==> config.mk <==
export PLATFORM = sky130hd
export DESIGN_NAME = dac_sample_scheduler
export DESIGN_NICKNAME = d
export VERILOG_FILES = /design/src/rtl/dac_pkg.sv /design/src/rtl/dac_sample_fifo.sv /design/src/rtl/dac_sample_scheduler.sv
export SDC_FILE = /design/constraint.sdc
export NUM_CORES = 1
export LEC_CHECK = 0
export BUFFER_PORTS_ARGS = -buffer_cell sky130_fd_sc_hd__buf_2
export CAP_MARGIN = 20
export CORE_UTILIZATION = 50
export CTS_BUF_LIST = sky130_fd_sc_hd__clkbuf_16
export CTS_CLUSTER_DIAMETER = 200
export DETAILED_ROUTE_END_ITERATION = 6
export PLACE_DENSITY = 0.7
export SYNTH_ARGS = -nofsm -noshare
export SYNTH_HDL_FRONTEND = slang
export SYNTH_SLANG_ARGS = --single-unit
export TNS_END_PERCENT = 10
==> constraint.sdc <==
create_clock -name clk -period 11.8 [get_ports clk]
set_clock_uncertainty 0.15 [all_clocks]
set_input_delay 1.77 -clock clk [delete_from_list [all_inputs] [get_ports clk]]
set_output_delay 1.77 -clock clk [all_outputs]
set_load 0.1 [all_outputs]
==> src/rtl/dac_pkg.sv <==
// Shared state encoding and constants for the DAC sample scheduler.
package dac_pkg;

    typedef enum logic [1:0] {
        IDLE     = 2'd0,
        PRIME    = 2'd1,
        RUN      = 2'd2,
        UNDERRUN = 2'd3
    } dac_state_t;

    localparam int MIN_DIV       = 2;
    localparam int MAX_DATA_SIZE = 64;

    // Offset-binary zero; callers keep the low data_size bits.
    function automatic logic [MAX_DATA_SIZE-1:0] midscale(input int unsigned data_size);
        return MAX_DATA_SIZE'(1) << (data_size - 1);
    endfunction

endpackage

==> src/rtl/dac_sample_fifo.sv <==
// Small synchronous sample FIFO; a pushed entry becomes visible at the head one cycle later.
module dac_sample_fifo #(
    parameter int DATA_SIZE = 32,
    parameter int DEPTH     = 4
) (
    input  logic                    clk,
    input  logic                    reset,
    input  logic                    flush,
    input  logic                    push,
    input  logic                    pop,
    input  logic [DATA_SIZE-1:0]    wr_data,
    output logic [DATA_SIZE-1:0]    head,
    output logic                    full,
    output logic                    empty,
    output logic [$clog2(DEPTH):0]  level
);

    localparam int PTR_W = $clog2(DEPTH);
    localparam int LVL_W = PTR_W + 1;

    logic [DATA_SIZE-1:0] mem [DEPTH];
    logic [PTR_W-1:0]     wr_ptr;
    logic [PTR_W-1:0]     rd_ptr;
    logic                 do_push;
    logic                 do_pop;

    assign full    = (level == LVL_W'(DEPTH));
    assign empty   = (level == '0);
    assign head    = mem[rd_ptr];
    assign do_push = push && !full && !flush;
    assign do_pop  = pop && !empty && !flush;

    // NOTE: the storage array is deliberately not reset; pointers and level alone define its contents.
    always_ff @(posedge clk) begin
        if (do_push) begin
            mem[wr_ptr] <= wr_data;
        end
    end

    // NOTE: non-blocking assignments keep every register update in this block order-independent.
    always_ff @(posedge clk) begin
        if (!reset || flush) begin
            wr_ptr <= '0;
            rd_ptr <= '0;
            level  <= '0;
        end else begin
            if (do_push) wr_ptr <= wr_ptr + 1'b1;
            if (do_pop)  rd_ptr <= rd_ptr + 1'b1;
            case ({do_push, do_pop})
                2'b10:   level <= level + 1'b1;
                2'b01:   level <= level - 1'b1;
                default: level <= level;
            endcase
        end
    end

endmodule

==> src/rtl/dac_sample_scheduler.sv <==
// Releases one FIFO sample to the delta-sigma modulator every latched_div clocks,
// substituting midscale on mute or underrun.
module dac_sample_scheduler
    import dac_pkg::*;
#(
    parameter int DATA_SIZE   = 32,
    parameter int FIFO_DEPTH  = 4,
    parameter int DIV_WIDTH   = 16,
    parameter int PRIME_LEVEL = 2
) (
    input  logic                         clk,
    input  logic                         reset,
    input  logic                         enable,
    input  logic [DIV_WIDTH-1:0]         div,
    input  logic                         mute,
    input  logic [DATA_SIZE-1:0]         s_data,
    input  logic                         s_valid,
    output logic                         s_ready,
    output logic [DATA_SIZE-1:0]         dac_data,
    output logic                         dac_load,
    output logic                         underrun,
    input  logic                         clr_underrun,
    output logic [1:0]                   state,
    output logic [$clog2(FIFO_DEPTH):0]  fifo_level
);

    localparam int                        LVL_W     = $clog2(FIFO_DEPTH) + 1;
    localparam logic [MAX_DATA_SIZE-1:0]  MID_WIDE  = midscale(DATA_SIZE);
    localparam logic [DATA_SIZE-1:0]      MIDSCALE  = MID_WIDE[DATA_SIZE-1:0];
    localparam logic [DIV_WIDTH-1:0]      MIN_DIV_W = DIV_WIDTH'(MIN_DIV);

    dac_state_t           state_q, state_d;
    logic [DIV_WIDTH-1:0] cnt_q, cnt_d;
    logic [DIV_WIDTH-1:0] div_q, div_d;
    logic [DATA_SIZE-1:0] data_d;
    logic                 load_d;
    logic                 underrun_d;
    logic                 set_underrun;
    logic                 tick;
    logic                 push, pop, flush;
    logic                 full, empty;
    logic [DATA_SIZE-1:0] head;

    // s_ready reflects the pre-pop level, so a full FIFO never accepts even on a pop cycle.
    assign s_ready = reset && !full;
    assign push    = s_valid && s_ready;
    assign state   = state_q;
    assign tick    = ((state_q == RUN) || (state_q == UNDERRUN)) && (cnt_q == div_q - 1'b1);

    dac_sample_fifo #(
        .DATA_SIZE (DATA_SIZE),
        .DEPTH     (FIFO_DEPTH)
    ) u_fifo (
        .clk     (clk),
        .reset   (reset),
        .flush   (flush),
        .push    (push),
        .pop     (pop),
        .wr_data (s_data),
        .head    (head),
        .full    (full),
        .empty   (empty),
        .level   (fifo_level)
    );

    // NOTE: every signal written here gets a default first so no latch is inferred.
    always_comb begin
        state_d      = state_q;
        cnt_d        = cnt_q;
        div_d        = div_q;
        data_d       = dac_data;
        load_d       = 1'b0;
        set_underrun = 1'b0;
        pop          = 1'b0;
        flush        = 1'b0;

        if (!enable) begin
            state_d = IDLE;
            flush   = 1'b1;
            data_d  = MIDSCALE;
            cnt_d   = '0;
        end else begin
            case (state_q)
                IDLE: begin
                    data_d  = MIDSCALE;
                    div_d   = (div < MIN_DIV_W) ? MIN_DIV_W : div;
                    state_d = PRIME;
                end
                PRIME: begin
                    if (fifo_level >= LVL_W'(PRIME_LEVEL)) begin
                        state_d = RUN;
                        cnt_d   = '0;
                    end
                end
                RUN, UNDERRUN: begin
                    cnt_d = tick ? '0 : cnt_q + 1'b1;
                    if (tick) begin
                        load_d = 1'b1;
                        if (!empty) begin
                            pop     = 1'b1;
                            data_d  = mute ? MIDSCALE : head;
                            state_d = RUN;
                        end else begin
                            data_d       = MIDSCALE;
                            state_d      = UNDERRUN;
                            set_underrun = 1'b1;
                        end
                    end
                end
                default: state_d = IDLE;
            endcase
        end

        underrun_d = set_underrun || (underrun && !clr_underrun);
    end

    always_ff @(posedge clk) begin
        if (!reset) begin
            state_q  <= IDLE;
            cnt_q    <= '0;
            div_q    <= MIN_DIV_W;
            dac_data <= MIDSCALE;
            dac_load <= 1'b0;
            underrun <= 1'b0;
        end else begin
            state_q  <= state_d;
            cnt_q    <= cnt_d;
            div_q    <= div_d;
            dac_data <= data_d;
            dac_load <= load_d;
            underrun <= underrun_d;
        end
    end

endmodule

==> impl_metrics.toml <==
[drt]
ant_nets = 0
viasPerCell = 5.66
vias = 5482
initialDrtViolationCount = 314
drtPass1Iterations = 7
drc_errors = 0
wl_um = 18500
wl_per_cell_um = 19.1

[synthesis]
synth_mux_area_frac = 0.0892
synth_edf_count = 128
yosysSeqAreaShare = 0.630
synth-seq-cells = 205
synth_cell_types = 63
synth_area_mm2 = 0.00854
synth_nets = 706
synth_flop_cell = "edfxtp_1"
synth_top_family_by_area = "simple AND/OR/NAND/NOR gates"
yosys_warnings = 0
synth_compound_area_frac = 0.0956
synth-simple-area-share = 0.100
syn_area_per_cell_um2 = 13.3
netlist_instances = 644
async_reset_ff_frac = 0
synth-adder-area-share = 0.0126
synth_xor_area_frac = 0.0349

[layout]
nets = 794
antennaDiodeCount = 0
area_growth_pct = 17.0
drive_above_1_share = 0.247
layout_common_cells = "128 x edfxtp_1, 93 x buf_2, 75 x dfxtp_1, 54 x nand2_1, 45 x inv_1"
fill_cells = 1298
layout_commonest_cell = "edfxtp_1"

[pwr]
p_per_area_mw_per_mm2 = 162
power_leakage_nw = 3.62
ir_worst_vdd_v = 0.000142
power_mw = 1.62

[place]
portBuffers = 93
gp_congestion = 0.873
place_hpwl_um = 11500
pre_cts_ws_ns = 7.19

[clocking]
cts_root_buffer = "clkbuf_16"
cts_buffers = 23
post_cts_resized = 0
path_clk_slew_ns = 0.06
clock_latency_ns = 0.52
postCtsHoldBufs = 0
cts_tree = "built"
post_cts_buffers = 0
htree_levels = 1
clockBufferDepth = 3
clock-sinks = 205

[floorplanning]
num_rows = 47
design.core.area_mm2 = 0.0166
die_w_um = 133
io_pins = 94
start_util = 0.513
fp.dieArea_mm2 = 0.0176
die_height_um = 133

[sta]
rsz0062_at_grt = "no"
setup_ws_ns = 7.15
hold_viol = 0
max_freq_ghz = 0.215
hold_slack_ns = 0.330
drv_slew = 0
relSlewSlack = 0.348
min_period_over_period = 0.394
tightest_slew_ns = 0.971
tns_ns = 0
min_period_ns = 4.65
setup_viol = 0

[flow_run]
maxCapViolations = 0

[setup_path]
critPathCaptureType = "register"
critical-path-top-delay-family = "simple AND/OR/NAND/NOR gates"
path_class = "reg -> reg"
cp.buffers_inverters = 2
cp.arrival_ns = 4.95
path_cells = "inv_1 -> ha_1 -> or4b_4 -> or4_4 -> or4b_4 -> a32oi_4 -> nand4b_1 -> a211oi_1 -> and4_1 -> ha_1 -> inv_1 -> fa_1 -> xor2_1 -> or3_1 -> a21oi_1"
path_max_fanout = 9
cp_slowest_cell = "or4b_4"
max_stage_delay_ns = 0.56
crit_required_ns = 12.10
start_kind = "register"

[global_route]
grt_max_degree = 41
grt_overflow_total = 0
grt_pass1_wl_um = 29300
grt_usage = 0.214
antenna_found_initial = 0
grt_pass1_vias = 5544

[status]
status = "finished clean"

[hold_path]
hold_path.class = "reg -> reg"
-- final timing paths --
check | cells after the start | slack [ns] | endpoint | startpoint
hold reg to reg | 2 | 0.33 | dac_data[24] | dac_data[24]
hold / removal | 2 | 0.33 | dac_data[24] | dac_data[24]
setup / recovery | 15 | 7.15 | u_fifo.level[2] | div_q[0]
setup reg to reg | 15 | 7.15 | u_fifo.level[2] | div_q[0]
-- kinds of logic (layout without fill, tap and decap cells) --
| kind of cell | after synthesis | in the layout |
|---|---|---|
| fa+ha+maj | 8 | 8 |
| xor+xnor | 34 | 34 |
| compound gates | 119 | 119 |
| flops | 205 | 205 |
| simple gates | 166 | 166 |
| buf+inv | 76 | 181 |
| mux | 36 | 36 |
-- Yosys cell counts, drive strengths merged, types with 2 or more instances --
master,n,area share
a211oi,3,0.0026
a21boi,16,0.014
a21oi,6,0.0035
a31oi,2,0.0015
a32oi,2,0.0042
and2,8,0.0059
and3,7,0.0051
and4,2,0.0021
buf,12,0.0091
clkbuf,21,0.0092
dfxtp,77,0.18
edfxtp,128,0.45
ha,7,0.010
inv,43,0.019
mux2i,3,0.0035
mux4,32,0.084
nand2,55,0.024
nand2b,7,0.0051
nand3,16,0.0094
nand3b,2,0.0018
nand4,4,0.0029
nand4b,2,0.0021
nor2,29,0.013
nor2b,2,0.0015
nor3,6,0.0035
nor4,10,0.0073
o211ai,34,0.030
o21ai,38,0.023
o22ai,3,0.0022
o311ai,2,0.0021
or2,3,0.0022
or3,4,0.0035
or4,3,0.0031
or4b,2,0.0032
xnor2,14,0.014
xor2,20,0.021
-- state kept, by name, indices dropped and copies added, names as in the netlist, named ones only --
register	cells
cnt_q	16
dac_data	32
dac_load	1
div_q	16
state	2
u_fifo.level	3
u_fifo.mem	128
u_fifo.rd_ptr	2
u_fifo.wr_ptr	2
underrun	1
-- report_power, final --
part,switching [mW],internal [mW]
Combinational,0.0492,0.0264
Sequential,0.00690,0.769
Clock,0.297,0.472
Total,0.353,1.27
-- worst reg2reg max path, delay by kind of cell (launching register included) --
family,cells,cell delay [ns]
simple gates,6,2.24
fa+ha+maj,3,0.90
compound gates,3,0.61
flops,1,0.38
xor+xnor,1,0.16
buf+inv,2,0.15
-- routing by layer --
metal	global-route usage	wire, µm	up-vias
li1	-	-	2574
met1	0.264	7630	2744
met2	0.369	9420	127
met3	0.0490	933	37
met4	0.0773	488	0
met5	0	0	-
-- layout make-up --
type | instances | area, µm² | area share
sequential | 205 | 5390 | 0.539
multi-input combinational | 363 | 2860 | 0.286
clock buffer | 23 | 576 | 0.0576
timing repair buffer | 96 | 488 | 0.0488
tap | 220 | 275 | 0.0275
clock inverter | 19 | 251 | 0.0252
inverter | 43 | 161 | 0.0161
-- through the flow --
stage / utilization / area (µm²) / instances
after global placement: 0.551 / 9170 / 927
after CTS: 0.601 / 10000 / 969
after detailed placement: 0.551 / 9170 / 927
after global routing: 0.601 / 10000 / 969
final: 0.601 / 10000 / 969
after floorplan: - / 8540 / 644
Note: power is estimated with default switching activity, not from simulation.
